===== config.mk =====
export PLATFORM = sky130hd
export DESIGN_NAME = cmp_serial_param
export DESIGN_NICKNAME = d
export VERILOG_FILES = /design/src/rtl/cmp_pkg.sv /design/src/rtl/cmp_digit.sv /design/src/rtl/cmp_serial_param.sv
export SDC_FILE = /design/constraint.sdc
export NUM_CORES = 1
export LEC_CHECK = 0
export BUFFER_PORTS_ARGS = -buffer_cell sky130_fd_sc_hd__buf_2
export CAP_MARGIN = 0
export CORE_ASPECT_RATIO = 0.75
export CORE_MARGIN = 2
export CORE_UTILIZATION = 40
export CTS_CLUSTER_DIAMETER = 40
export DETAILED_ROUTE_END_ITERATION = 8
export PLACE_DENSITY_LB_ADDON = 0.25
export SLEW_MARGIN = 0
export SYNTH_ARGS = -nofsm -noshare
export SYNTH_HDL_FRONTEND = slang
export SYNTH_SLANG_ARGS = --single-unit

===== constraint.sdc =====
create_clock -name clk -period 5.9 [get_ports clk]
set_clock_uncertainty 0.2 [all_clocks]
set_input_delay 1.18 -clock clk [delete_from_list [all_inputs] [get_ports clk]]
set_output_delay 1.18 -clock clk [all_outputs]
set_load 0.05 [all_outputs]

===== src/rtl/cmp_pkg.sv =====
// Shared types and helpers for the digit-serial magnitude comparator.
// Holds the FSM state encoding, the result encoding and the digit-index width helper.
package cmp_pkg;

  typedef enum logic [1:0] {
    IDLE = 2'd0,
    RUN  = 2'd1,
    DONE = 2'd2
  } state_t;

  typedef enum logic [1:0] {
    RES_EQ = 2'd0,
    RES_GT = 2'd1,
    RES_LT = 2'd2
  } res_t;

  // A single-digit comparator still carries a 1-bit index register.
  function automatic int idx_width(input int ndig);
    return (ndig > 1) ? $clog2(ndig) : 1;
  endfunction

endpackage


===== src/rtl/cmp_digit.sv =====
// Combinational DIGIT-bit magnitude comparator built as an XNOR chain.
// invert_msb flips the top bit of both operands so signed digits compare as offset binary.
module cmp_digit #(
  parameter int DIGIT = 4
) (
  input  logic [DIGIT-1:0] x,
  input  logic [DIGIT-1:0] y,
  input  logic             invert_msb,
  output logic             eq,
  output logic             gt,
  output logic             lt
);

  logic [DIGIT-1:0] w_x;
  logic [DIGIT-1:0] w_y;
  logic [DIGIT-1:0] w_xnor;
  logic [DIGIT-1:0] w_hi_eq;
  logic [DIGIT-1:0] w_gt_bit;
  logic [DIGIT-1:0] w_lt_bit;

  for (genvar i = 0; i < DIGIT; i++) begin : g_bit
    if (i == DIGIT - 1) begin : g_top
      assign w_x[i]     = x[i] ^ invert_msb;
      assign w_y[i]     = y[i] ^ invert_msb;
      assign w_hi_eq[i] = 1'b1;
    end else begin : g_low
      assign w_x[i]     = x[i];
      assign w_y[i]     = y[i];
      // Bit i only decides when every more-significant bit matched.
      assign w_hi_eq[i] = &w_xnor[DIGIT-1:i+1];
    end
    assign w_xnor[i]   = ~(w_x[i] ^ w_y[i]);
    assign w_gt_bit[i] = w_hi_eq[i] & w_x[i] & ~w_y[i];
    assign w_lt_bit[i] = w_hi_eq[i] & ~w_x[i] & w_y[i];
  end

  assign eq = &w_xnor;
  assign gt = |w_gt_bit;
  assign lt = |w_lt_bit;

endmodule


===== src/rtl/cmp_serial_param.sv =====
// Digit-serial WIDTH-bit magnitude comparator, MSB digit first, DIGIT bits per clock.
// start/busy/done handshake; optional early exit on the first differing digit.
module cmp_serial_param
  import cmp_pkg::*;
#(
  parameter int WIDTH      = 16,
  parameter int DIGIT      = 4,
  parameter int EARLY_EXIT = 1
) (
  input  logic             clk,
  input  logic             rst,
  input  logic             start,
  input  logic             signed_mode,
  input  logic [WIDTH-1:0] a,
  input  logic [WIDTH-1:0] b,
  output logic             busy,
  output logic             done,
  output logic             a_is_equal,
  output logic             a_is_greater,
  output logic             a_is_smaller
);

  localparam int NDIG = WIDTH / DIGIT;
  localparam int IW   = idx_width(NDIG);
  localparam logic [IW-1:0] IDX_TOP = IW'(NDIG - 1);

  if ((WIDTH < DIGIT) || (WIDTH % DIGIT != 0)) begin : g_bad_param
    $error("cmp_serial_param: WIDTH must be a non-zero multiple of DIGIT");
  end

  state_t                      r_state;
  state_t                      w_next;
  logic [NDIG-1:0][DIGIT-1:0]  r_a;
  logic [NDIG-1:0][DIGIT-1:0]  r_b;
  logic                        r_sgn;
  logic [IW-1:0]               r_idx;
  logic                        r_found;
  res_t                        r_res;
  logic                        r_eq;
  logic                        r_gt;
  logic                        r_lt;

  logic [DIGIT-1:0]            w_dx;
  logic [DIGIT-1:0]            w_dy;
  logic                        w_inv;
  logic                        w_deq;
  logic                        w_dgt;
  logic                        w_dlt;
  logic                        w_last;
  logic                        w_decide;
  res_t                        w_cur;
  res_t                        w_final;

  assign w_dx   = r_a[r_idx];
  assign w_dy   = r_b[r_idx];
  // Only the top digit carries the sign bit.
  assign w_inv  = r_sgn & (r_idx == IDX_TOP);
  assign w_last = (r_idx == '0);

  cmp_digit #(
    .DIGIT(DIGIT)
  ) u_digit (
    .x         (w_dx),
    .y         (w_dy),
    .invert_msb(w_inv),
    .eq        (w_deq),
    .gt        (w_dgt),
    .lt        (w_dlt)
  );

  always_comb begin
    w_cur = RES_EQ;
    if (w_dgt) begin
      w_cur = RES_GT;
    end else if (w_dlt) begin
      w_cur = RES_LT;
    end
  end

  // The first differing digit wins; later digits never override it.
  assign w_final  = r_found ? r_res : w_cur;
  assign w_decide = w_last | ((EARLY_EXIT != 0) & ~w_deq);

  always_comb begin
    w_next = r_state;
    case (r_state)
      IDLE:    if (start) w_next = RUN;
      RUN:     if (w_decide) w_next = DONE;
      DONE:    w_next = IDLE;
      default: w_next = IDLE;
    endcase
  end

  always_ff @(posedge clk) begin
    if (rst) begin
      r_state <= IDLE;
      r_a     <= '0;
      r_b     <= '0;
      r_sgn   <= 1'b0;
      r_idx   <= '0;
      r_found <= 1'b0;
      r_res   <= RES_EQ;
      r_eq    <= 1'b0;
      r_gt    <= 1'b0;
      r_lt    <= 1'b0;
    end else begin
      r_state <= w_next;
      case (r_state)
        IDLE: begin
          if (start) begin
            r_a     <= a;
            r_b     <= b;
            r_sgn   <= signed_mode;
            r_idx   <= IDX_TOP;
            r_found <= 1'b0;
          end
        end
        RUN: begin
          if (w_decide) begin
            r_eq <= (w_final == RES_EQ);
            r_gt <= (w_final == RES_GT);
            r_lt <= (w_final == RES_LT);
          end else begin
            r_idx <= r_idx - IW'(1);
            if (!w_deq && !r_found) begin
              r_found <= 1'b1;
              r_res   <= w_cur;
            end
          end
        end
        default: ;
      endcase
    end
  end

  assign busy         = (r_state != IDLE);
  assign done         = (r_state == DONE);
  assign a_is_equal   = r_eq;
  assign a_is_greater = r_gt;
  assign a_is_smaller = r_lt;

endmodule


==> impl_metrics.json, run 1 <==
{
  "worstSkewPairLatency_ps": 290,
  "pwr-share-seq_pct": 48.4,
  "max-clock-path-buffers": 2,
  "cp-end-kind": "flop",
  "coreArea_mm2": 0.004900,
  "drc": 0,
  "wl_per_cell_um": 11.68,
  "rr_endpoint": "a_is_smaller",
  "syn_area_mm2": 0.002038,
  "crit_chain": "mux4_1 -> xnor2_1 -> inv_1 -> ha_1 -> inv_1 -> nor3b_1 -> a311oi_1 -> a21boi_0 -> o31ai_1 -> a311o_1",
  "overflow": 0,
  "die_w_um": 86.43,
  "io_pins": 41,
  "hold_viol": 0,
  "slew_violations": 0,
  "die_height_um": 65.82,
  "grt_setup_unrepaired": "false",
  "fmax_mhz": 299.9,
  "drive_gt1_share_pct": 20.15,
  "finalSetupViolCount": 0,
  "synthesis.nets": 274,
  "rr_startpoint": "r_idx[0]",
  "period_share_pct": 56.52,
  "grt_usage_pct": 14.63,
  "cts.htree.levels": 2,
  "num_vias": 1606,
  "status": "complete, no violations",
  "use_met3_pct": 3.995,
  "synth_cells": 234,
  "worst_slew_pin_slew_ps": 1150,
  "cts_buffers": 5,
  "cts_num_sinks": 43,
  "cts.clk_slew.worst_paths_ps": 80,
  "grt_max_degree": 46,
  "synth-seq-area-share_pct": 42.23,
  "syn_area_per_cell_um2": 8.710,
  "p_int_uw": 476.2,
  "relSlewSlack_pct": 23.35,
  "routabilityCongestion": 0.7082,
  "antenna_found_initial": 0,
  "start_util_pct": 41.60,
  "drt-initial-drc-count": 49,
  "critPathSlowestCell": "dfxtp_1",
  "hold_class": "flop to flop",
  "cts_resized": 0,
  "diodes": 0,
  "cts_setup_buffers": 0,
  "tns_ps": 0,
  "powerDensity_mw_per_mm2": 293.2,
  "grt.busiest_layer": "met2",
  "worst_path_most_repeated_cell": "inv_1",
  "required_ps": 5890,
  "synth_flop_cell": "dfxtp_1",
  "rows": 22,
  "grt_pass1_vias": 1478,
  "hold_slack_ps": 253.3,
  "critPathLaunchType": "flop",
  "leakagePower_nw": 0.9926,
  "pwr-share-comb_pct": 23.3,
  "ys_ff_latch": 43,
  "hold_buffers": 0,
  "worstSetupPathType": "flop to flop",
  "hp-start": "r_b[7]",
  "cp_max_fo": 11,
  "port_buffers": 40,
  "cts_tree": "built",
  "period_needed_ps": 3335,
  "p_clk_share_pct": 28.2,
  "grt_pass1_wl_mm": 6.555,
  "cts-root-buf": "clkbuf_8",
  "synth_cell_types": 34,
  "cp.arrival_ps": 3320,
  "reg2reg_setup_slack_ps": 2570,
  "synth_warnings": 0,
  "firstDrtPassIters": 4,
  "drtAntennaViolNets": 0,
  "p_sw_uw": 207.9,
  "grt_use_met2_pct": 22.60,
  "final_net_count": 307,
  "cap_violations": 0,
  "die-area_mm2": 0.005688,
  "wirelength_mm": 3.831,
  "synth-async-reset-ratio_pct": 0,
  "via_per_inst": 4.896,
  "whs_endpoint": "r_b[7]",
  "max_stage_delay_ps": 630,
  "post-dp-hpwl_mm": 2.725,
  "worstHoldPathCells": 2,
  "p_sw_share_pct": 30.39,
  "globalRouteMet1Util_pct": 19.91,
  "synth_edf_count": 0,
  "peakVddDrop_mv": 0.1268,
  "reg2reg_depth": 10,
  "area_delta_synth_final_pct": 14.49
}
## logic make-up (layout without fill, tap and decap cells)
logic type | count (synthesis) | count (layout) | synth area share, %
adder cells (fa/ha/maj) | 4 | 4 | 2.456
buffers and inverters | 25 | 59 | 5.709
AND/OR/NAND/NOR | 98 | 98 | 20.75
XOR/XNOR | 8 | 8 | 3.438
flip-flops | 43 | 43 | 42.23
AO/OA/AOI/OAI | 47 | 47 | 14.37
multiplexers | 9 | 9 | 11.05
## metrics by stage
stage               utilization [%]  instance area (um^2)  total power [mW]  setup slack (ps)  cells
finish                        47.63                  2333            0.6841              2565    328
global route                  47.63                  2333            0.7244              2350    328
CTS                           47.63                  2333            0.6918              2525    328
detailed placement            45.68                  2238            0.5001              2536    320
global placement              45.68                  2238            0.4974              2590    320
floorplan                         -                  2038            0.4655              2938    234
## power by group through the flow
stage / clock network (mW) / registers (mW) / logic, mW
after floorplan: 0 / 0.337 / 0.129
after global placement: 0 / 0.338 / 0.159
after detailed placement: 0 / 0.338 / 0.162
after CTS: 0.198 / 0.332 / 0.162
after global routing: 0.211 / 0.334 / 0.179
final: 0.193 / 0.331 / 0.160
## area by class of cell
cell class | instances | area (um^2)
fillers | 508 | 2566
repair buffers | 40 | 200.2
flip-flops and latches | 43 | 860.8
clock inverters | 1 | 8.758
clock buffers | 7 | 86.33
multi-input cells | 166 | 1061
well taps | 60 | 75.07
inverters | 11 | 41.29
## sequential cells by signal (all words and copies together), names as in the netlist
signal	count
a_is_smaller	1
r_a	16
r_res	2
r_sgn	1
a_is_equal	1
r_idx	2
r_found	1
a_is_greater	1
r_state	2
r_b	16
## how the worst max path moves through the flow
| stage | from | end | cells past startpoint |
|---|---|---|---|
| 3_3_place_gp | r_idx[0] | a_is_smaller | 10 |
| 3_5_place_dp | r_idx[0] | a_is_smaller | 10 |
| 4_1_cts | r_idx[0] | a_is_smaller | 10 |
| 5_1_grt | r_idx[0] | a_is_smaller | 10 |
| 2_1_floorplan | r_idx[0] | a_is_smaller | 11 |
| 6_report | r_idx[0] | a_is_smaller | 10 |
## cells in the mapped netlist, types with 2 or more instances
cell,number,area [um^2]
buf_6,3,33.78
a211oi_1,2,15.01
a21oi_1,34,170.2
mux4_2,3,67.56
xnor2_1,2,17.52
ha_1,4,50.05
inv_1,11,41.29
clkbuf_1,11,41.29
nor3b_1,2,15.01
mux4_1,6,157.7
nand2_1,72,270.3
o32ai_1,2,17.52
dfxtp_1,43,860.8
nand2b_1,3,18.77
xor2_1,6,52.55
nor2_1,7,26.28
nor2b_1,6,37.54
## worst max-delay path: cells and delay by family, from the launching register on
family	cells	cell delay [ps]
multiplexers	1	630
AND/OR/NAND/NOR	1	80
adder cells (fa/ha/maj)	1	300
AO/OA/AOI/OAI	4	950
buffers and inverters	2	230
flip-flops	1	630
XOR/XNOR	1	210
## cell usage in the layout, fill, tap and decap left out, types with 3 or more instances in the layout
| cell | Yosys | routed |
|---|---|---|
| a21oi_1 | 34 | 34 |
| nand2_1 | 72 | 72 |
| nor2_1 | 7 | 7 |
| xor2_1 | 6 | 6 |
| dfxtp_1 | 43 | 43 |
| nor2b_1 | 6 | 6 |
| ha_1 | 4 | 4 |
| nand2b_1 | 3 | 3 |
| mux4_2 | 3 | 3 |
| mux4_1 | 6 | 6 |
| clkbuf_8 | 0 | 6 |
| inv_1 | 11 | 11 |
| buf_2 | 0 | 40 |
## metal layers
metal,routed length (um),share of wire (%),vias up
met1,1963,51,715
met4,44,1.1,0
li1,-,-,860
met5,0,0,-
met2,1656,43,26
met3,167,4.4,5
No activity file was read; power rests on OpenSTA's default activity.
==> inputs of run 2 (changes only) <==
==> constraint.sdc (replaced) <==
create_clock -name clk -period 2.7 [get_ports clk]
set_clock_uncertainty 0.2 [all_clocks]
set_input_delay 0.54 -clock clk [delete_from_list [all_inputs] [get_ports clk]]
set_output_delay 0.54 -clock clk [all_outputs]
set_load 0.05 [all_outputs]
==> impl_metrics.json, run 2 (synthesis gave the netlist of run 1 again) <==
{
  "drtAntennaViolNets": 0,
  "rr_startpoint": "r_idx[0]",
  "wl_per_cell_um": 13.15,
  "hold_viol": 0,
  "cp_max_fo": 4,
  "grt_usage_pct": 17.18,
  "drc": 0,
  "max-clock-path-buffers": 2,
  "place_ws_ps": -43.90,
  "critPathBufInv": 1,
  "dp_cells": 329,
  "relSlewSlack_pct": 71.83,
  "tns_ps": -1.191,
  "port_buffers": 40,
  "grt_pass1_wl_mm": 7.445,
  "area_delta_synth_final_pct": 23.39,
  "violations": "setup timing",
  "cp_top_family": "compound AO/OA/AOI/OAI gates",
  "fmax_mhz": 370.2,
  "cts_num_sinks": 43,
  "final_cell_mix": "71 x nand2_1, 42 x dfxtp_1, 40 x buf_2, 34 x a21oi_1, 10 x inv_1",
  "period_needed_ps": 2701,
  "drt-initial-drc-count": 82,
  "multi_input_area_mm2": 0.001140,
  "cts-root-buf": "clkbuf_8",
  "peakVddDrop_mv": 0.2902,
  "via_per_inst": 4.982,
  "coreArea_mm2": 0.004900,
  "worst_slew_pin_slew_ps": 420.6,
  "cts_buffers": 5,
  "cap_violations": 0,
  "reg_top3": "r_a (16), r_b (16)",
  "drive_gt1_share_pct": 29.39,
  "io_pins": 41,
  "slew_violations": 0,
  "final_net_count": 318,
  "hold_buffers": 0,
  "nFillCells": 491,
  "fin_area_mm2": 0.002515,
  "firstDrtPassIters": 4,
  "cts.clk_slew.worst_paths_ps": 90,
  "die_w_um": 86.43,
  "worstSkewPairLatency_ps": 310,
  "layout_commonest_cell": "nand2_1",
  "critPathLaunchType": "flop",
  "routabilityCongestion": 0.7215,
  "hold_class": "flop to flop",
  "setup_slack_ps": -1.191,
  "status": "finished with violations",
  "required_ps": 2700,
  "cts.htree.levels": 2,
  "cp-end-kind": "flop",
  "critPathSlowestCell": "mux4_2",
  "wirelength_mm": 4.458,
  "cp.arrival_ps": 2700,
  "post-dp-hpwl_mm": 3.157,
  "num_vias": 1689,
  "max_stage_delay_ps": 570,
  "die-area_mm2": 0.005688,
  "crit_start": "r_idx[0]",
  "hold_slack_ps": 256.1,
  "leakagePower_nw": 1.062,
  "area.sequential_um2": 864.6,
  "grt_pass1_vias": 1577,
  "final_util_pct": 51.33,
  "overflow": 0,
  "antenna_found_initial": 0,
  "crit_chain": "mux4_2 -> xnor2_4 -> ha_4 -> inv_6 -> nor3b_2 -> a311oi_2 -> a21boi_2 -> o31ai_2 -> a311o_1",
  "worstSetupPathType": "flop to flop",
  "grt_max_degree": 35,
  "rows": 22,
  "start_util_pct": 41.60,
  "finalSetupViolCount": 1,
  "total_power_mw": 1.634,
  "period_share_pct": 100.0,
  "hp-start": "r_a[8]",
  "cts_tree": "built",
  "grt_setup_unrepaired": "true",
  "die_height_um": 65.82,
  "placed_area_mm2": 0.002361,
  "powerDensity_mw_per_mm2": 649.8,
  "fin_cells": 339,
  "diodes": 0
}
## run 2: worst paths after layout
check                       to  slack (ps)  depth (start not counted)
setup reg to reg  a_is_smaller          -1                          9
setup / recovery  a_is_smaller          -1                          9
hold / removal          r_a[8]         260                          2
hold reg to reg         r_a[8]         260                          2
## run 2: final cells by class
class                   instances  area share [%]
well taps                      60           2.985
clock buffers                   6           3.284
multi-input cells             166           45.32
flip-flops and latches         43           34.38
clock inverters                 2          0.6468
repair buffers                 51           11.54
inverters                      11           1.841
## run 2: per-layer routing
metal	up-vias	GRT usage, %	part of all wire, %
li1	878	-	-
met1	770	23.30	50
met4	0	8.203	2.0
met2	33	25.77	44
met3	8	4.120	3.9
met5	-	0	0
## run 2: worst reg2reg max path: cells and delay by family, from the launching register on
kind / cells / cell delay (ps)
multiplexers: 1 / 580
buffers and inverters: 1 / 90
XOR/XNOR: 1 / 230
flip-flops: 1 / 380
adder cells (fa/ha/maj): 1 / 250
AND/OR/NAND/NOR: 1 / 50
AO/OA/AOI/OAI: 4 / 820
## run 2: power by group
part / switching, mW / total (mW) / internal [mW] / leakage (nW)
Clock: 0.239 / 0.447 / 0.209 / 0.0474
Sequential: 0.0323 / 0.716 / 0.683 / 0.353
Combinational: 0.259 / 0.471 / 0.212 / 0.661
## run 2: repair_timing
item	CTS	global route
gates resized for setup	5	4
setup endpoints to repair	2	3
pin swaps	5	3
setup buffers	2	0
